### src/rtl/ram_arbiter_pkg.sv
// rtl/ram_arbiter_pkg.sv - shared types and constants for the ram arbiter
// Purpose: arbiter FSM state encoding, default hold limit, counter widths and
//          a saturating increment used by the optional statistics counters.
// Ports:   none (package).
package ram_arbiter_pkg;

   typedef enum logic [1:0] {
      ARB_IDLE = 2'd0,
      ARB_OWN0 = 2'd1,
      ARB_OWN1 = 2'd2
   } arb_state_t;

   localparam int MAX_HOLD_DEFAULT = 4;
   localparam int HOLD_W           = 4;   // holds MAX_HOLD up to 15
   localparam int STAT_W           = 32;

   function automatic logic [STAT_W-1:0] sat_inc(input logic [STAT_W-1:0] v);
      return (&v) ? v : v + STAT_W'(1);
   endfunction

endpackage

### src/rtl/ram_arbiter_arb_rr2.sv
// rtl/ram_arbiter_arb_rr2.sv - combinational two-way round-robin pick
// Purpose: chooses which master may access the ram this cycle from the
//          requests, the previous winner and the current ownership state.
// Ports:   req0/req1    request from master 0/1
//          last_winner  master granted most recently (1 = master 1)
//          hold_full    owner has used up its consecutive-grant allowance
//          state        current ownership state (IDLE / OWN0 / OWN1)
//          gnt0/gnt1    one-hot (or zero) pick
module arb_rr2
   import ram_arbiter_pkg::*;
(
   input  logic       req0,
   input  logic       req1,
   input  logic       last_winner,
   input  logic       hold_full,
   input  arb_state_t state,
   output logic       gnt0,
   output logic       gnt1
);

   always_comb begin
      gnt0 = 1'b0;
      gnt1 = 1'b0;
      case (state)
         ARB_IDLE: begin
            // On a tie the master that did not win last time goes first.
            gnt0 = req0 & (~req1 | last_winner);
            gnt1 = req1 & (~req0 | ~last_winner);
         end
         ARB_OWN0: begin
            if (hold_full & req1) gnt1 = 1'b1;
            else                  gnt0 = req0;
         end
         ARB_OWN1: begin
            if (hold_full & req0) gnt0 = 1'b1;
            else                  gnt1 = req1;
         end
         default: begin
            gnt0 = 1'b0;
            gnt1 = 1'b0;
         end
      endcase
   end

endmodule

### src/rtl/ram_arbiter.sv
// rtl/ram_arbiter.sv - shares the single-port data ram between cpu and debug ports
// Purpose: one ram access per cycle, round-robin with lock and a hold limit,
//          read data returned one cycle after the read grant.
//          Optional statistics counters are built when RAM_ARB_STATS_EN is defined.
// Ports:   clk, reset (synchronous, active-high)
//          m0_* cpu data port, m1_* debug/loader port:
//             req, we, lock, addr, wdata in; gnt (combinational), rvalid, rdata out
//          ram_wr_sig, ram_addr, ram_wr_data to the ram; ram_rd_data from the ram
//          stat_gnt0, stat_gnt1, stat_conflict (RAM_ARB_STATS_EN only)
module ram_arbiter
   import ram_arbiter_pkg::*;
#(
   parameter int ADDR_W   = 32,
   parameter int DATA_W   = 32,
   parameter int MAX_HOLD = MAX_HOLD_DEFAULT
)(
   input  logic              clk,
   input  logic              reset,
   input  logic              m0_req,
   input  logic              m0_we,
   input  logic              m0_lock,
   input  logic [ADDR_W-1:0] m0_addr,
   input  logic [DATA_W-1:0] m0_wdata,
   output logic              m0_gnt,
   output logic              m0_rvalid,
   output logic [DATA_W-1:0] m0_rdata,
   input  logic              m1_req,
   input  logic              m1_we,
   input  logic              m1_lock,
   input  logic [ADDR_W-1:0] m1_addr,
   input  logic [DATA_W-1:0] m1_wdata,
   output logic              m1_gnt,
   output logic              m1_rvalid,
   output logic [DATA_W-1:0] m1_rdata,
   output logic              ram_wr_sig,
   output logic [ADDR_W-1:0] ram_addr,
   output logic [DATA_W-1:0] ram_wr_data,
   input  logic [DATA_W-1:0] ram_rd_data
`ifdef RAM_ARB_STATS_EN
   ,
   output logic [STAT_W-1:0] stat_gnt0,
   output logic [STAT_W-1:0] stat_gnt1,
   output logic [STAT_W-1:0] stat_conflict
`endif
);

   localparam logic [HOLD_W-1:0] MAX_HOLD_V = HOLD_W'(MAX_HOLD);

   arb_state_t        state, state_nxt;
   logic              last_winner;
   logic [HOLD_W-1:0] hold_cnt, hold_nxt;
   logic              rd_pend, rd_owner;
   logic              pick0, pick1;
   logic              hold_full;

   assign hold_full = (hold_cnt >= MAX_HOLD_V);

   arb_rr2 u_arb (
      .req0        (m0_req),
      .req1        (m1_req),
      .last_winner (last_winner),
      .hold_full   (hold_full),
      .state       (state),
      .gnt0        (pick0),
      .gnt1        (pick1)
   );

   // State register.
   always_ff @(posedge clk) begin
      if (reset) state <= ARB_IDLE;
      else       state <= state_nxt;
   end

   // Next state and hold count. Ownership survives only while the winner
   // keeps lock asserted; the count only runs while the other side waits.
   always_comb begin
      state_nxt = ARB_IDLE;
      hold_nxt  = '0;
      if (pick0) begin
         if (m0_lock) begin
            state_nxt = ARB_OWN0;
            if (m1_req) hold_nxt = (state == ARB_OWN0) ? hold_cnt + HOLD_W'(1) : HOLD_W'(1);
         end
      end else if (pick1) begin
         if (m1_lock) begin
            state_nxt = ARB_OWN1;
            if (m0_req) hold_nxt = (state == ARB_OWN1) ? hold_cnt + HOLD_W'(1) : HOLD_W'(1);
         end
      end
   end

   // Outputs. Everything is forced quiet while reset is asserted.
   always_comb begin
      m0_gnt      = pick0 & ~reset;
      m1_gnt      = pick1 & ~reset;
      ram_wr_sig  = 1'b0;
      ram_addr    = '0;
      ram_wr_data = '0;
      if (m0_gnt) begin
         ram_wr_sig  = m0_we;
         ram_addr    = m0_addr;
         ram_wr_data = m0_wdata;
      end else if (m1_gnt) begin
         ram_wr_sig  = m1_we;
         ram_addr    = m1_addr;
         ram_wr_data = m1_wdata;
      end
      m0_rvalid = ~reset & rd_pend & ~rd_owner;
      m1_rvalid = ~reset & rd_pend & rd_owner;
      m0_rdata  = m0_rvalid ? ram_rd_data : '0;
      m1_rdata  = m1_rvalid ? ram_rd_data : '0;
   end

   // Round-robin memory, hold counter and the read-return tag.
   always_ff @(posedge clk) begin
      if (reset) begin
         last_winner <= 1'b1;
         hold_cnt    <= '0;
         rd_pend     <= 1'b0;
         rd_owner    <= 1'b0;
      end else begin
         if (pick0 | pick1) last_winner <= pick1;
         hold_cnt <= hold_nxt;
         rd_pend  <= (pick0 & ~m0_we) | (pick1 & ~m1_we);
         rd_owner <= pick1;
      end
   end

`ifdef RAM_ARB_STATS_EN
   always_ff @(posedge clk) begin
      if (reset) begin
         stat_gnt0     <= '0;
         stat_gnt1     <= '0;
         stat_conflict <= '0;
      end else begin
         if (m0_gnt)          stat_gnt0     <= sat_inc(stat_gnt0);
         if (m1_gnt)          stat_gnt1     <= sat_inc(stat_gnt1);
         if (m0_req & m1_req) stat_conflict <= sat_inc(stat_conflict);
      end
   end
`endif

endmodule

### config.mk
export PLATFORM = sky130hd
export DESIGN_NAME = ram_arbiter
export DESIGN_NICKNAME = d
export VERILOG_FILES = /design/src/rtl/ram_arbiter_pkg.sv /design/src/rtl/ram_arbiter_arb_rr2.sv /design/src/rtl/ram_arbiter.sv
export SDC_FILE = /design/constraint.sdc
export NUM_CORES = 1
export LEC_CHECK = 0
export ABC_AREA = 1
export CORE_AREA = 4 4 114 116
export CTS_CLUSTER_SIZE = 24
export DETAILED_ROUTE_END_ITERATION = 6
export DIE_AREA = 0 0 118 120
export GPL_ROUTABILITY_DRIVEN = 1
export PLACE_DENSITY = 0.57
export SYNTH_ARGS = -nofsm -noshare
export SYNTH_HDL_FRONTEND = slang
export SYNTH_SLANG_ARGS = --single-unit
### constraint.sdc
create_clock -name clk -period 2.3 [get_ports clk]
set_clock_uncertainty 0.15 [all_clocks]
set_input_delay 0.46 -clock clk [delete_from_list [all_inputs] [get_ports clk]]
set_output_delay 0.46 -clock clk [all_outputs]
set_load 0.01 [all_outputs]
==> impl_results.md, run 1 <==
* Status: complete, no violations
* GPL Wtd Cong at 0.8977
* Hpwl dp at 10,520 um
* DP Area at 5072 sq um
* Slowest CP cell: dfxtp_4
* Async SR Flop Fraction at 0%
* Synthesized instance count at between 300 and 400
* Max H-tree Level at 1
* Largest stage delay, worst path at between 0.3 and 0.4 ns
* HP Class: reg2reg
* Multi-input logic area at roughly 1500 sq um
* Port bufs at 300
* Seq/Total Area, Yosys at about a tenth
* Endpoints failing setup at 0
* Crit-path max FO at 6
* Crit path capture type: output pin
* Levels on crit path at 9
* Most common cell on crit path: nand3_2
* Worst hold slack at ~0.39 ns
* FF+latch count, synth at 9
* P&R area growth vs syn at 206.7%
* Root buffer selected by CTS: clkbuf_16
* Syn_nets at 563
* Distinct cell type count after synthesis at 22
* Hold Fails Final Rpt at 0
* Synth Area in Compound Gates at under 10%
* Antenna cells at 0
* Total Nets Final at around 880
* Worst path bufs/invs at 4
* Layout cells sized above 1 at 26.47%
* Fmax at approximately 440 MHz
* Die W at ~120 um
* Routed len/inst at roughly 16 um
* Period utilization at a little over nine tenths
* CTS tree: yes
* Pre-antenna DRT Iters at 4
* Clock sinks at 9
* Static Leak at 3.091 nW
* Die area at approximately 14,000 sq um
* Overall die height at around 120 um
* Fin area at ~5600 sq um
* Xor and xnor area share after synthesis at 0%
* Reg area at 192.7 sq um
* Vias per inst at about 4.3
* Post-Route WL at ~14,000 um
* Starting density of the core at ~15%
* DRT antenna net count at 0
* Max cap viols at 0
* Top Family by Delay on Critical Path: simple AND/OR/NAND/NOR gates
* Cell Area, Synth at about 1800 sq um
* Top_reg_cell synth: dfxtp_1
* First DRT Iteration DRCs at ~130
* Synth Warn # at 0
* CTS buffer count at 3
* Adder-cell share of the synthesized area at less than 1%
* Vias in the first global route at 3,760
* RSZ-0062 raised after global routing: true
* Worst R2R Path Depth at 12
* Largest net degree at the start of global routing at 43
* Worst vdd ir at 0.2016 mV
* DRC errors left at 0
* Worst Path Arrival at between 1.5 and 2 ns
* Finished Layout Cells at between 800 and 900
* Core Footprint at 11,910 sq um
* Final total power at between 1.5 and 2 mW
* Period minus WS final at approximately 2.3 ns
* Top post-synthesis cells by area: nand2_1 (30%), nand3_1 (20%), nor2_1 (15%)
* Required time of the critical path at between 1.5 and 2 ns
* Number of synthesized flops with an enable pin at 0
* Post-synthesis mux area share at 0%
* Fin Setup TNS at 0 ns
* Critical Path Source Type: flop
* Vias at approximately 3,700
* Site row count at 40
* CP Cell Sequence: nor2_2 -> nand3_2 -> nand3_4 -> buf_6 -> buf_12 -> clkbuf_16 -> nand3_2 -> nand2_1 -> buf_2
* Total gr overflow at 0
* Overall Global Routing Usage at about 18%
* Most numerous cell in the Yosys netlist: nand2_1
* Reg clk slew, reported paths at roughly 0.040 ns
* Worst skew pair latency at approximately 0.23 ns
* PwrDens at around 280 nW/um^2
* CTS max path bufs at 2
* Avg Cell Area, Syn at between 4 and 5 sq um
* Commonest cells in the netlist: nand2_1 (145), nand3_1 (73), nor2_1 (71)
* Leading area contributor after synthesis: nand2_1
* Largest family of logic cells by synthesized area: simple AND/OR/NAND/NOR gates
* First-pass GRT wire length at around 21,000 um
* Final Max Slew Viols at 0
* Fill cell count at around 1,300
* Worst Path Class, Setup: reg2out
* Hold path depth at 2
* Post-synthesis simple-gate area fraction at ~70%
* Synth top area share at 30.00%
* Placed insts at 833
* Initial antenna violation count at 0
* # IOs at 301
## power by group
part           switching [mW]  leakage (nW)  internal, mW  total, mW
Sequential            0.00741        0.0761         0.163      0.171
Combinational           0.464          2.98         0.624       1.09
Clock                  0.0800        0.0382         0.232      0.312
## flip-flops by register name (all words and copies together), names as in the netlist
register and cells:
rd_owner 1, state 2, rd_pend 1, hold_cnt 4, last_winner 1
## worst min-delay path, stage by stage (launching register included)
cell and delay (ns):
dfxtp_1 0.30, inv_1 0.08, o21ai_0 0.10
## layout make-up
type	instances	area share [%]
repair buffers	343	60.78
multi-input cells	309	27.59
flip-flops and latches	9	3.463
inverters	49	3.441
well taps	147	3.306
clock buffers	4	1.417
## cells by family after synthesis
kind of cell | after synthesis
AOI/OAI and AO/OA | 7
adders and majority gates | 1
buffers and inverters | 76
DFF | 9
other | 1
and+or+nand+nor | 300
## metal layers
layer | share of wire, % | vias up | routed length, um | GRT usage [%]
met5 | 0 | - | 0 | 0
met4 | 1.2 | 0 | 167 | 3.004
met3 | 9.2 | 12 | 1277 | 5.702
met2 | 54 | 209 | 7527 | 36.22
met1 | 36 | 1669 | 4957 | 18.68
li1 | - | 1852 | - | -
## metrics by stage
stage               utilization, %  setup slack, ns
floorplan                        -           0.3284
global placement             42.58          -0.6993
detailed placement           42.58          -0.7304
CTS                          44.84          -0.1199
global route                 46.71         -0.04737
finish                       46.71          0.02357
## timing repair
action                     CTS  global route
resized for setup          367            98
hold buffers                 0             0
gates cloned                11             1
hold endpoints to repair     0             0
setup buffers               12             3
setup endpoints to repair  133            70
pin swaps                    8            17
## placed cells by master (no fill, tap or decap), types with 2 or more instances in the layout
cell type / synthesis / routed
clkdlybuf4s50_1: 0 / 166
nand2_1: 145 / 102
nor2_1: 71 / 70
dlygate4sd2_1: 0 / 65
nand3_1: 73 / 60
inv_1: 45 / 44
buf_2: 6 / 44
nand2_2: 1 / 39
buf_6: 5 / 23
buf_4: 0 / 20
nand3_2: 2 / 14
buf_12: 0 / 10
buf_16: 0 / 8
nand2_4: 0 / 5
dfxtp_1: 9 / 5
clkbuf_16: 0 / 4
inv_2: 3 / 3
a21oi_1: 3 / 3
dfxtp_4: 0 / 3
nor2_4: 0 / 2
nor3_2: 0 / 2
nand4_1: 2 / 2
o21ai_0: 3 / 2
clkbuf_2: 0 / 2
## worst paths after layout
path	start	end	slack, ns
min	last_winner$_SDFFE_PP1P_	last_winner$_SDFFE_PP1P_	0.39
max	state[0]$_SDFF_PN0_	ram_addr[20]	0.02
min reg2reg	last_winner$_SDFFE_PP1P_	last_winner$_SDFFE_PP1P_	0.39
max reg2reg	hold_cnt[2]$_SDFF_PP0_	hold_cnt[2]$_SDFF_PP0_	0.47
Note: power is estimated with default switching activity, not from simulation.
==> run 2, diff against run 1 <==
--- a/config.mk
+++ b/config.mk
@@ -7,11 +7,11 @@
 export LEC_CHECK = 0
 export ABC_AREA = 1
 export CORE_AREA = 4 4 114 116
-export CTS_CLUSTER_SIZE = 24
 export DETAILED_ROUTE_END_ITERATION = 6
 export DIE_AREA = 0 0 118 120
 export GPL_ROUTABILITY_DRIVEN = 1
 export PLACE_DENSITY = 0.57
+export RECOVER_POWER = 25
 export SYNTH_ARGS = -nofsm -noshare
 export SYNTH_HDL_FRONTEND = slang
 export SYNTH_SLANG_ARGS = --single-unit
==> results of run 2 <==
No change in the layout: final DEF, timing and power equal those of run 1.
==> run 3, diff against run 2 <==
--- a/config.mk
+++ b/config.mk
@@ -12,6 +12,7 @@
 export GPL_ROUTABILITY_DRIVEN = 1
 export PLACE_DENSITY = 0.57
 export RECOVER_POWER = 25
+export SLEW_MARGIN = 20
 export SYNTH_ARGS = -nofsm -noshare
 export SYNTH_HDL_FRONTEND = slang
 export SYNTH_SLANG_ARGS = --single-unit
==> results of run 3 <==
No change in the layout: final DEF, timing and power equal those of run 1.
